File: config.mk
export PLATFORM = sky130hd
export DESIGN_NAME = yuv422_rgb_pipe_flat
export DESIGN_NICKNAME = d
export VERILOG_FILES = /design/src/rtl/yuv422_rgb_pipe_pkg.sv /design/src/rtl/yuv422_rgb_pipe_if.sv /design/src/rtl/yuv422_rgb_pipe_core.sv /design/src/rtl/yuv422_rgb_pipe.sv /design/src/flat_wrapper.sv
export SDC_FILE = /design/constraint.sdc
export NUM_CORES = 1
export LEC_CHECK = 0
export CAP_MARGIN = 20
export CORE_MARGIN = 5
export CORE_UTILIZATION = 50
export DETAILED_ROUTE_END_ITERATION = 12
export HOLD_SLACK_MARGIN = 0.1
export PLACE_DENSITY_LB_ADDON = 0.2
export SYNTH_ARGS = -nofsm -noshare
export SYNTH_HDL_FRONTEND = slang
export SYNTH_HIERARCHICAL = 1
export SYNTH_SLANG_ARGS = --single-unit
File: constraint.sdc
create_clock -name clk -period 6.8 [get_ports clk]
set_input_delay 1.36 -clock clk [delete_from_list [all_inputs] [get_ports clk]]
set_output_delay 1.36 -clock clk [all_outputs]
set_load 0.1 [all_outputs]
File: src/rtl/yuv422_rgb_pipe_pkg.sv
// Shared constants, types and helpers for the YUV422->RGB camera-path converter.
// Coefficients are the fixed-point (x256) BT.601 studio-swing factors.
package yuv_rgb_pkg;

  localparam logic signed [31:0] K_Y    = 32'sd298;
  localparam logic signed [31:0] K_RV   = 32'sd409;
  localparam logic signed [31:0] K_GU   = 32'sd100;
  localparam logic signed [31:0] K_GV   = 32'sd208;
  localparam logic signed [31:0] K_BU   = 32'sd516;
  localparam logic signed [31:0] OFF_Y  = 32'sd16;
  localparam logic signed [31:0] OFF_C  = 32'sd128;
  localparam logic signed [31:0] ROUND  = 32'sd128;

  typedef enum logic [1:0] {
    SER_EMPTY,
    SER_PIX1,
    SER_PIX0
  } ser_state_t;

  typedef struct packed {
    logic [7:0] r;
    logic [7:0] g;
    logic [7:0] b;
  } rgb8_t;

  function automatic logic [7:0] clamp8(input logic signed [31:0] v);
    if (v < 0)
      return '0;
    else if (v >= 32'sd65536)
      return '1;
    else
      return v[15:8];
  endfunction

  function automatic logic is_finger(input rgb8_t p, input logic [7:0] r_max,
                                     input logic [7:0] g_min, input logic [7:0] b_max);
    return (p.r < r_max) && (p.g > g_min) && (p.b < b_max);
  endfunction

endpackage

File: src/rtl/yuv422_rgb_pipe_if.sv
// Input word stream and output pixel stream of yuv422_rgb_pipe, valid/ready on both sides.
interface yuv422_rgb_pipe_if #(
  parameter int unsigned CH_BITS = 3
);
  logic                   in_valid;
  logic                   in_ready;
  logic [31:0]            in_data;
  logic                   in_sol;
  logic                   out_valid;
  logic                   out_ready;
  logic [3*CH_BITS-1:0]   out_rgb;
  logic                   out_finger;
  logic                   out_eol;

  modport slave (
    input  in_valid, in_data, in_sol, out_ready,
    output in_ready, out_valid, out_rgb, out_finger, out_eol
  );

  modport master (
    output in_valid, in_data, in_sol, out_ready,
    input  in_ready, out_valid, out_rgb, out_finger, out_eol
  );
endinterface

File: src/rtl/yuv422_rgb_pipe_core.sv
// One-pixel YUV->RGB arithmetic: S1 registers the products, S2 registers the
// clamped 8-bit channels and the finger-colour flag. All state advances only on en.
module yuv_rgb_core
  import yuv_rgb_pkg::*;
(
  input  logic        clk,
  input  logic        rst_n,
  input  logic        en,
  input  logic [7:0]  y,
  input  logic [7:0]  u,
  input  logic [7:0]  v,
  input  logic [7:0]  thr_r_max,
  input  logic [7:0]  thr_g_min,
  input  logic [7:0]  thr_b_max,
  output rgb8_t       rgb,
  output logic        finger
);

  logic signed [31:0] yd, ud, vd;
  logic signed [31:0] c1, rv1, gu1, gv1, bu1;
  logic signed [31:0] r_sum, g_sum, b_sum;
  rgb8_t              pix_c;

  assign yd = $signed({24'd0, y}) - OFF_Y;
  assign ud = $signed({24'd0, u}) - OFF_C;
  assign vd = $signed({24'd0, v}) - OFF_C;

  always_ff @(posedge clk or negedge rst_n) begin
    if (!rst_n) begin
      c1  <= '0;
      rv1 <= '0;
      gu1 <= '0;
      gv1 <= '0;
      bu1 <= '0;
    end else if (en) begin
      c1  <= K_Y  * yd;
      rv1 <= K_RV * vd;
      gu1 <= K_GU * ud;
      gv1 <= K_GV * vd;
      bu1 <= K_BU * ud;
    end
  end

  always_comb begin
    r_sum   = c1 + rv1 + ROUND;
    g_sum   = c1 - gu1 - gv1 + ROUND;
    b_sum   = c1 + bu1 + ROUND;
    pix_c.r = clamp8(r_sum);
    pix_c.g = clamp8(g_sum);
    pix_c.b = clamp8(b_sum);
  end

  // Thresholds are taken live here so a change only affects pixels not yet in S2.
  always_ff @(posedge clk or negedge rst_n) begin
    if (!rst_n) begin
      rgb    <= '0;
      finger <= 1'b0;
    end else if (en) begin
      rgb    <= pix_c;
      finger <= is_finger(pix_c, thr_r_max, thr_g_min, thr_b_max);
    end
  end

endmodule

File: src/rtl/yuv422_rgb_pipe.sv
// Pipelined YUV422->RGB converter: word serializer, two arithmetic stages, output
// register, line x counter and optional per-line finger statistics (FINGER_STATS_EN).
module yuv422_rgb_pipe
  import yuv_rgb_pkg::*;
#(
  parameter int unsigned CH_BITS     = 3,
  parameter int unsigned LINE_PIXELS = 640,
  localparam int unsigned XW         = $clog2(LINE_PIXELS)
)(
  input  logic             clk,
  input  logic             rst_n,
  yuv422_rgb_pipe_if.slave bus,
  input  logic [7:0]       thr_r_max,
  input  logic [7:0]       thr_g_min,
  input  logic [7:0]       thr_b_max,
  output logic             stat_valid,
  output logic [XW:0]      stat_count,
  output logic [XW-1:0]    stat_first,
  output logic [XW-1:0]    stat_last
);

  localparam logic [XW-1:0] X_LAST = XW'(LINE_PIXELS - 1);

  ser_state_t    state, state_nxt;
  logic          run;
  logic          stall, en, accept;
  logic [7:0]    w_y1, w_y0, w_u, w_v;
  logic          w_sol;
  logic          ser_v, ser_sol;
  logic [7:0]    ser_y;
  logic          s1_v, s1_sol, s2_v, s2_sol;
  rgb8_t         s2_rgb;
  logic          s2_finger;
  logic          out_v;
  logic [XW-1:0] x_nxt, x_cur;

  assign stall         = out_v && !bus.out_ready;
  assign en            = !stall;
  assign bus.in_ready  = run && en && (state != SER_PIX1);
  assign accept        = bus.in_valid && bus.in_ready;
  assign bus.out_valid = out_v;

  // Keeps in_ready low while reset is held and for the cycle it releases.
  always_ff @(posedge clk or negedge rst_n) begin
    if (!rst_n)
      run <= 1'b0;
    else
      run <= 1'b1;
  end

  always_ff @(posedge clk or negedge rst_n) begin
    if (!rst_n)
      state <= SER_EMPTY;
    else
      state <= state_nxt;
  end

  always_comb begin
    state_nxt = state;
    unique case (state)
      SER_EMPTY: if (accept) state_nxt = SER_PIX1;
      SER_PIX1:  if (en)     state_nxt = SER_PIX0;
      SER_PIX0:  if (en)     state_nxt = accept ? SER_PIX1 : SER_EMPTY;
      default:               state_nxt = SER_EMPTY;
    endcase
  end

  always_ff @(posedge clk or negedge rst_n) begin
    if (!rst_n) begin
      {w_v, w_y1, w_u, w_y0} <= '0;
      w_sol                  <= 1'b0;
    end else if (accept) begin
      {w_v, w_y1, w_u, w_y0} <= bus.in_data;
      w_sol                  <= bus.in_sol;
    end
  end

  always_comb begin
    ser_v   = (state != SER_EMPTY);
    ser_y   = (state == SER_PIX1) ? w_y1 : w_y0;
    ser_sol = (state == SER_PIX1) && w_sol;
  end

  yuv_rgb_core u_core (
    .clk       (clk),
    .rst_n     (rst_n),
    .en        (en),
    .y         (ser_y),
    .u         (w_u),
    .v         (w_v),
    .thr_r_max (thr_r_max),
    .thr_g_min (thr_g_min),
    .thr_b_max (thr_b_max),
    .rgb       (s2_rgb),
    .finger    (s2_finger)
  );

  always_ff @(posedge clk or negedge rst_n) begin
    if (!rst_n) begin
      s1_v   <= 1'b0;
      s1_sol <= 1'b0;
      s2_v   <= 1'b0;
      s2_sol <= 1'b0;
    end else if (en) begin
      s1_v   <= ser_v;
      s1_sol <= ser_sol;
      s2_v   <= s1_v;
      s2_sol <= s1_sol;
    end
  end

  // x is bound when a pixel enters the output register; that register only reloads
  // once its previous pixel has been handed off, so this matches per-handshake counting.
  assign x_cur = s2_sol ? '0 : x_nxt;

  always_ff @(posedge clk or negedge rst_n) begin
    if (!rst_n) begin
      out_v          <= 1'b0;
      bus.out_rgb    <= '0;
      bus.out_finger <= 1'b0;
      bus.out_eol    <= 1'b0;
      x_nxt          <= '0;
    end else if (en) begin
      out_v <= s2_v;
      if (s2_v) begin
        bus.out_rgb    <= {s2_rgb.r[7 -: CH_BITS], s2_rgb.g[7 -: CH_BITS], s2_rgb.b[7 -: CH_BITS]};
        bus.out_finger <= s2_finger;
        bus.out_eol    <= (x_cur == X_LAST);
        x_nxt          <= (x_cur == X_LAST) ? '0 : x_cur + XW'(1);
      end
    end
  end

`ifdef FINGER_STATS_EN
  logic          out_sol;
  logic [XW-1:0] out_x;
  logic          out_hs;
  logic [XW:0]   acc_count, base_count, new_count;
  logic [XW-1:0] acc_first, acc_last, base_first, base_last, new_first, new_last;

  always_ff @(posedge clk or negedge rst_n) begin
    if (!rst_n) begin
      out_sol <= 1'b0;
      out_x   <= '0;
    end else if (en && s2_v) begin
      out_sol <= s2_sol;
      out_x   <= x_cur;
    end
  end

  assign out_hs = out_v && bus.out_ready;

  // A pixel carrying sol starts accumulation afresh, dropping the interrupted line.
  always_comb begin
    base_count = out_sol ? '0 : acc_count;
    base_first = out_sol ? '0 : acc_first;
    base_last  = out_sol ? '0 : acc_last;
    new_count  = base_count;
    new_first  = base_first;
    new_last   = base_last;
    if (bus.out_finger) begin
      if (base_count == '0)
        new_first = out_x;
      new_last  = out_x;
      new_count = base_count + {{XW{1'b0}}, 1'b1};
    end
  end

  always_ff @(posedge clk or negedge rst_n) begin
    if (!rst_n) begin
      acc_count  <= '0;
      acc_first  <= '0;
      acc_last   <= '0;
      stat_valid <= 1'b0;
      stat_count <= '0;
      stat_first <= '0;
      stat_last  <= '0;
    end else begin
      stat_valid <= 1'b0;
      if (out_hs) begin
        if (bus.out_eol) begin
          stat_valid <= 1'b1;
          stat_count <= new_count;
          stat_first <= new_first;
          stat_last  <= new_last;
          acc_count  <= '0;
          acc_first  <= '0;
          acc_last   <= '0;
        end else begin
          acc_count  <= new_count;
          acc_first  <= new_first;
          acc_last   <= new_last;
        end
      end
    end
  end
`else
  assign stat_valid = 1'b0;
  assign stat_count = '0;
  assign stat_first = '0;
  assign stat_last  = '0;
`endif

endmodule

File: src/flat_wrapper.sv
// flat-port wrapper written by rule: the top's interface ports become plain ports
module yuv422_rgb_pipe_flat import yuv_rgb_pkg::*;
#(
  parameter int unsigned CH_BITS     = 3,
  parameter int unsigned LINE_PIXELS = 640,
  localparam int unsigned XW         = $clog2(LINE_PIXELS)
)
  (clk, rst_n, thr_r_max, thr_g_min, thr_b_max, stat_valid, stat_count, stat_first, stat_last, bus_in_valid, bus_in_data, bus_in_sol, bus_out_ready, bus_in_ready, bus_out_valid, bus_out_rgb, bus_out_finger, bus_out_eol);
  yuv422_rgb_pipe_if #(.CH_BITS(CH_BITS)) bus_i ();
  input  logic clk;
  input  logic rst_n;
  input  logic [7:0] thr_r_max;
  input  logic [7:0] thr_g_min;
  input  logic [7:0] thr_b_max;
  output logic stat_valid;
  output logic [XW:0] stat_count;
  output logic [XW-1:0] stat_first;
  output logic [XW-1:0] stat_last;
  input wire logic [$bits(bus_i.in_valid)-1:0] bus_in_valid;
  input wire logic [$bits(bus_i.in_data)-1:0] bus_in_data;
  input wire logic [$bits(bus_i.in_sol)-1:0] bus_in_sol;
  input wire logic [$bits(bus_i.out_ready)-1:0] bus_out_ready;
  output wire logic [$bits(bus_i.in_ready)-1:0] bus_in_ready;
  output wire logic [$bits(bus_i.out_valid)-1:0] bus_out_valid;
  output wire logic [$bits(bus_i.out_rgb)-1:0] bus_out_rgb;
  output wire logic [$bits(bus_i.out_finger)-1:0] bus_out_finger;
  output wire logic [$bits(bus_i.out_eol)-1:0] bus_out_eol;
  assign bus_i.in_valid = bus_in_valid;
  assign bus_i.in_data = bus_in_data;
  assign bus_i.in_sol = bus_in_sol;
  assign bus_i.out_ready = bus_out_ready;
  assign bus_in_ready = bus_i.in_ready;
  assign bus_out_valid = bus_i.out_valid;
  assign bus_out_rgb = bus_i.out_rgb;
  assign bus_out_finger = bus_i.out_finger;
  assign bus_out_eol = bus_i.out_eol;
  yuv422_rgb_pipe #(.CH_BITS(CH_BITS), .LINE_PIXELS(LINE_PIXELS)) u_core (.clk(clk), .rst_n(rst_n), .bus(bus_i), .thr_r_max(thr_r_max), .thr_g_min(thr_g_min), .thr_b_max(thr_b_max), .stat_valid(stat_valid), .stat_count(stat_count), .stat_first(stat_first), .stat_last(stat_last));
endmodule
==> results of run 1 <==
## through the flow
stage	setup WS [ns]	cells	utilization	area (sq um)	hold slack [ns]
CTS	1.00	2035	0.562	16800	0.483
floorplan	1.77	1597	-	15300	0.438
global route	0.573	2036	0.562	16800	0.513
finish	1.04	2036	0.562	16800	0.476
detailed placement	1.08	2003	0.543	16200	0.467
global placement	1.21	2003	0.543	16200	0.457
## placed cells by master (no fill, tap or decap), types with 6 or more instances in the layout
cell type        count
ha_1               302
inv_1              246
dfrtp_1            151
a21oi_1            103
nand2_1             93
clkdlybuf4s50_1     71
mux2_2              65
o21ai_0             61
fa_1                56
xnor2_1             50
nor2_1              39
conb_1              33
a21o_1              31
mux2_4              29
a31oi_1             23
o21bai_1            21
nand3_1             19
a211oi_1            19
clkbuf_16           17
xor2_1              16
nand2b_1            14
nor2b_1             13
o211ai_1            12
nand4_1             11
nor3_1              11
and3_1               8
or3_1                8
o21a_1               8
o31ai_1              7
buf_4                6
and4_1               6
## tightest hold or removal path, delay by kind of cell (launching register included)
family,cells,cell delay [ns]
flip-flops,1,0.35
AND/OR/NAND/NOR,2,0.10
## worst min path at each step
stage / depth (start not counted) / end / from
3_3_place_gp: 2 / u_core/s1_v / u_core/s1_v
4_1_cts: 2 / u_core/s1_v / u_core/s1_v
2_1_floorplan: 2 / u_core/s1_v / u_core/s1_v
5_1_grt: 2 / u_core/u_core/rv1[16] / u_core/u_core/rv1[16]
3_5_place_dp: 2 / u_core/s1_v / u_core/s1_v
6_report: 2 / u_core/s1_v / u_core/s1_v
## sequential cells by signal (all words and copies together) (netlist names), 9 cells and up
name	flops
u_core/bus.out_rgb	9
u_core/u_core/c1	18
u_core/u_core/rv1	19
u_core/u_core/gv1	12
u_core/x_nxt	10
u_core/u_core/bu1	18
u_core/u_core/rgb	9
u_core/u_core/gu1	12
## layout make-up
cell class                      instances  area, sq um  area share
Clock inverter                         14          156     0.00933
Sequential cell                       151         3780       0.225
Clock buffer                           18          429      0.0256
Multi-Input combinational cell       1138        10200       0.609
Timing Repair Buffer                   78          767      0.0458
Inverter                              247          930      0.0555
Tap cell                              390          488      0.0291
## per-layer routing
layer,up-vias,GRT usage
met5,-,0
met4,0,0.0461
met3,29,0.0282
met2,253,0.337
met1,5284,0.311
li1,5536,-
==> impl_metrics.tcl, run 1 <==
set metrics [dict create \
    antenna_found_initial 0 \
    clock-root-buffer "clkbuf_16" \
    dpl.hpwl_um 27800 \
    wl_met3_um 1590 \
    r2r-start "u_core/u_core/c1[6]" \
    relSlewSlack 0.337 \
    rows 63 \
    die_h_um 184 \
    syn_inst 1566 \
    endpoint_kind "flop" \
    drive_gt1_frac 0.0899 \
    timing_hold_violations_final 0 \
    required_ns 7.14 \
    drt_iter0_markers 655 \
    portBuffers 73 \
    setup_viol 0 \
    drt-met1-wl_um 17100 \
    cts_sinks 151 \
    clock_latency_ns 0.44 \
    status "completed" \
    start_util 0.510 \
    routed.top_layer "met4" \
    hold_class "reg -> reg" \
    yosys_warnings 6 \
    syn_avg_cell_area_sq_um 9.70 \
    worst-path-buf-inv 2 \
    critical_path_depth 22 \
    critical_path.max_fanout 7 \
    drt-total-wl_um 34600 \
    drv_cap 0 \
    vias 11102 \
    dieArea_sq_um 34000 \
    cts_resized 0 \
    worstMarginPinSlew_ns 0.991 \
    io_pins 106 \
    crit_path_top_delay_cell "a211oi_1" \
    cp_common_cell "a211oi_1" \
    core_sq_um 29800 \
    setup_tns_ns 0 \
    crit_type "reg -> reg" \
    arrival_ns 6.10 \
    wl_met2_um 15500 \
    diodes 0 \
    clock_path_buffers 2 \
    viasPerCell 5.45 \
    drc_errors 0 \
    antenna_left 0 \
    critPathTopFamily "compound AO/OA/AOI/OAI gates" \
    grt_overflow 0 \
    startpoint_type "flop" \
    drv_slew 0 \
    slowest_delay_ns 0.46 \
    cp_cell_sequence "inv_1 > fa_1 > inv_1 > fa_1 > ha_1 > a21oi_1 > o21ai_0 > o21bai_1 > a21oi_1 > a221oi_1 > nand4_1 > a211oi_1 > a31oi_1 > ha_1 > o2bb2ai_1 > or4_1 > a211oi_1 > nand2_1 > a311oi_1 > or3_1 > a211oi_1 > a211oi_1" \
    grt_max_degree 93 \
    r2r_setup_slack_ns 1.04 \
    synth_area_sq_um 15200 \
    die_width_um 184 \
    area_delta_synth_final_pct 10.3 \
    post_cts_buffers 0 \
    cts_hold_buf 0 \
    grt_usage 0.212 \
    gp_congestion 0.947 \
    fmax_ghz 0.174 \
    cts_tree "yes" \
    wl_per_cell_um 17.0 \
    rsz0062_at_grt "false" \
    skew_ns 0.0150 \
    reg2reg_to "u_core/u_core/finger" \
    htreeDepth 4 \
    r2r_cells 22 \
    grt_pass1_wl_um 58100 \
    finalCriticalPeriod_ns 5.76 \
    finalCritPeriodShare 0.847 \
    grt_pass1_vias 11202 \
    critPathCapture "u_core/u_core/finger" \
    clk_pin_slew_worst_paths_ns 0.07 \
    cts-buffers-inserted 17 \
    crit_start "u_core/u_core/c1[6]" \
    finish.net_count 2052 \
    fillers 2673 \
    drt_pre_antenna_iters 5 \
]
Power of run 1 is not shown: default switching activity piles up to over one toggle a cycle in this logic, so the estimate is an artifact.
==> run 2, diff against run 1 <==
clock period = 5.3 ns   (was 6.8 ns; I/O delays follow)
==> impl_metrics.tcl, run 2 (synthesis gave the netlist of run 1 again) <==
set metrics [dict create \
    post-place-ws_ns -0.0437 \
    endpoint_kind "flop" \
    worstMarginPinSlew_ns 1.01 \
    dieArea_sq_um 34000 \
    setup_tns_ns 0 \
    fin_ws_ns 0.170 \
    drt_iter0_markers 615 \
    fmax_ghz 0.195 \
    rows 63 \
    finalCriticalPeriod_ns 5.13 \
    top_regs "u_core/u_core/rv1 x19, u_core/u_core/bu1 x18, u_core/u_core/c1 x18" \
    grt_usage 0.208 \
    io_pins 106 \
    area_delta_synth_final_pct 13.6 \
    grt_pass1_vias 11041 \
    drv_slew 0 \
    cts_tree "yes" \
    arrival_ns 5.48 \
    drc_errors 0 \
    cts_hold_buf 0 \
    crit_path_top_delay_cell "fa_1" \
    grt_overflow 0 \
    portBuffers 73 \
    critical_path.max_fanout 5 \
    start_util 0.510 \
    crit_type "reg -> reg" \
    hold_class "reg -> reg" \
    largest_register_ffs 19 \
    rsz0062_at_grt "true" \
    drv_cap 0 \
    gp_congestion 0.942 \
    drt_pre_antenna_iters 5 \
    dpl_cell_area_sq_um 16400 \
    clock-root-buffer "clkbuf_16" \
    final_cell_mix "ha_1, inv_1, dfrtp_1" \
    slowest_delay_ns 0.54 \
    skew_ns 0.0228 \
    startpoint_type "flop" \
    relSlewSlack 0.327 \
    clock_path_buffers 2 \
    design_area_sq_um 17200 \
    die_h_um 184 \
    core_sq_um 29800 \
    cts_sinks 151 \
    die_width_um 184 \
    cp_cell_sequence "inv_1 > fa_1 > inv_1 > ha_1 > ha_4 > a21o_1 > a21o_1 > a221oi_4 > buf_4 > o221ai_1 > a21oi_1 > xnor2_1 > a211oi_2 > a31oi_1 > ha_1 > o2bb2ai_1 > or4_1 > a211oi_1 > nand2_1 > a311oi_2 > or3_1 > a211oi_2 > a211oi_1" \
    mostFrequentLayoutCell "ha_1" \
    viasPerCell 5.38 \
    grt_pass1_wl_um 57000 \
    grt_max_degree 84 \
    cts-buffers-inserted 17 \
    vias 11175 \
    setup_viol 0 \
    max_flop_register "u_core/u_core/rv1" \
    required_ns 5.65 \
    wl_per_cell_um 16.9 \
    clk_pin_slew_worst_paths_ns 0.07 \
    htreeDepth 4 \
    clock_latency_ns 0.44 \
    dpl.hpwl_um 28500 \
    finalCritPeriodShare 0.968 \
    diodes 0 \
    drive_gt1_frac 0.132 \
    timing_hold_violations_final 0 \
    antenna_found_initial 0 \
    antenna_left 0 \
    finish.net_count 2095 \
    drt-total-wl_um 35100 \
    status "completed" \
]
## run 2: area by class of cell
type	count	area, sq um
fill	2622	12600
clock buffer	17	425
multi-input combinational	1138	10400
clock inverter	14	131
tap	390	488
inverter	247	930
timing repair buffer	121	1090
sequential	151	3780
## run 2: worst max-delay path, delay by kind of cell (launching register included)
kind                       cells  cell delay [ns]
AOI/OAI and AO/OA             12             2.16
adders and majority gates      4             1.45
and+or+nand+nor                3             0.68
DFF                            1             0.36
buffers and inverters          3             0.29
xor gates and xnor gates       1             0.12
## run 2: final timing paths
check                                     start                     to  slack, ns  cells after the start
max reg2reg                u_core/u_core/c1[10]   u_core/u_core/finger       0.17                     23
min reg2reg                         u_core/s1_v            u_core/s1_v       0.48                      2
max                        u_core/u_core/c1[10]   u_core/u_core/finger       0.17                     23
min                                 u_core/s1_v            u_core/s1_v       0.48                      2
max in group asynchronous                 rst_n  u_core/bus.out_rgb[5]       3.62                      2
min in group asynchronous                 rst_n          u_core/w_v[6]       0.65                      1
## run 2: timing repair
| action | in CTS | in global routing |
|---|---|---|
| pin swaps | 0 | 14 |
| setup buffers | 0 | 12 |
| resized for setup | 8 | 36 |
| endpoints found under the setup margin | 3 | 6 |
## run 2: metrics by stage
step | instances | utilization | hold WS [ns]
floorplan | 1597 | - | 0.438
global placement | 2034 | 0.550 | 0.453
detailed placement | 2034 | 0.550 | 0.468
CTS | 2065 | 0.570 | 0.485
global route | 2078 | 0.579 | 0.501
finish | 2078 | 0.579 | 0.480
## run 2: metal layers
metal | vias up | wire, um | global-route usage
met5 | - | 0 | 0
met4 | 0 | 253 | 0.0334
met3 | 16 | 1580 | 0.0298
met2 | 254 | 16100 | 0.334
met1 | 5307 | 17100 | 0.306
li1 | 5598 | - | -
Power of run 2 is left out for the same reason.
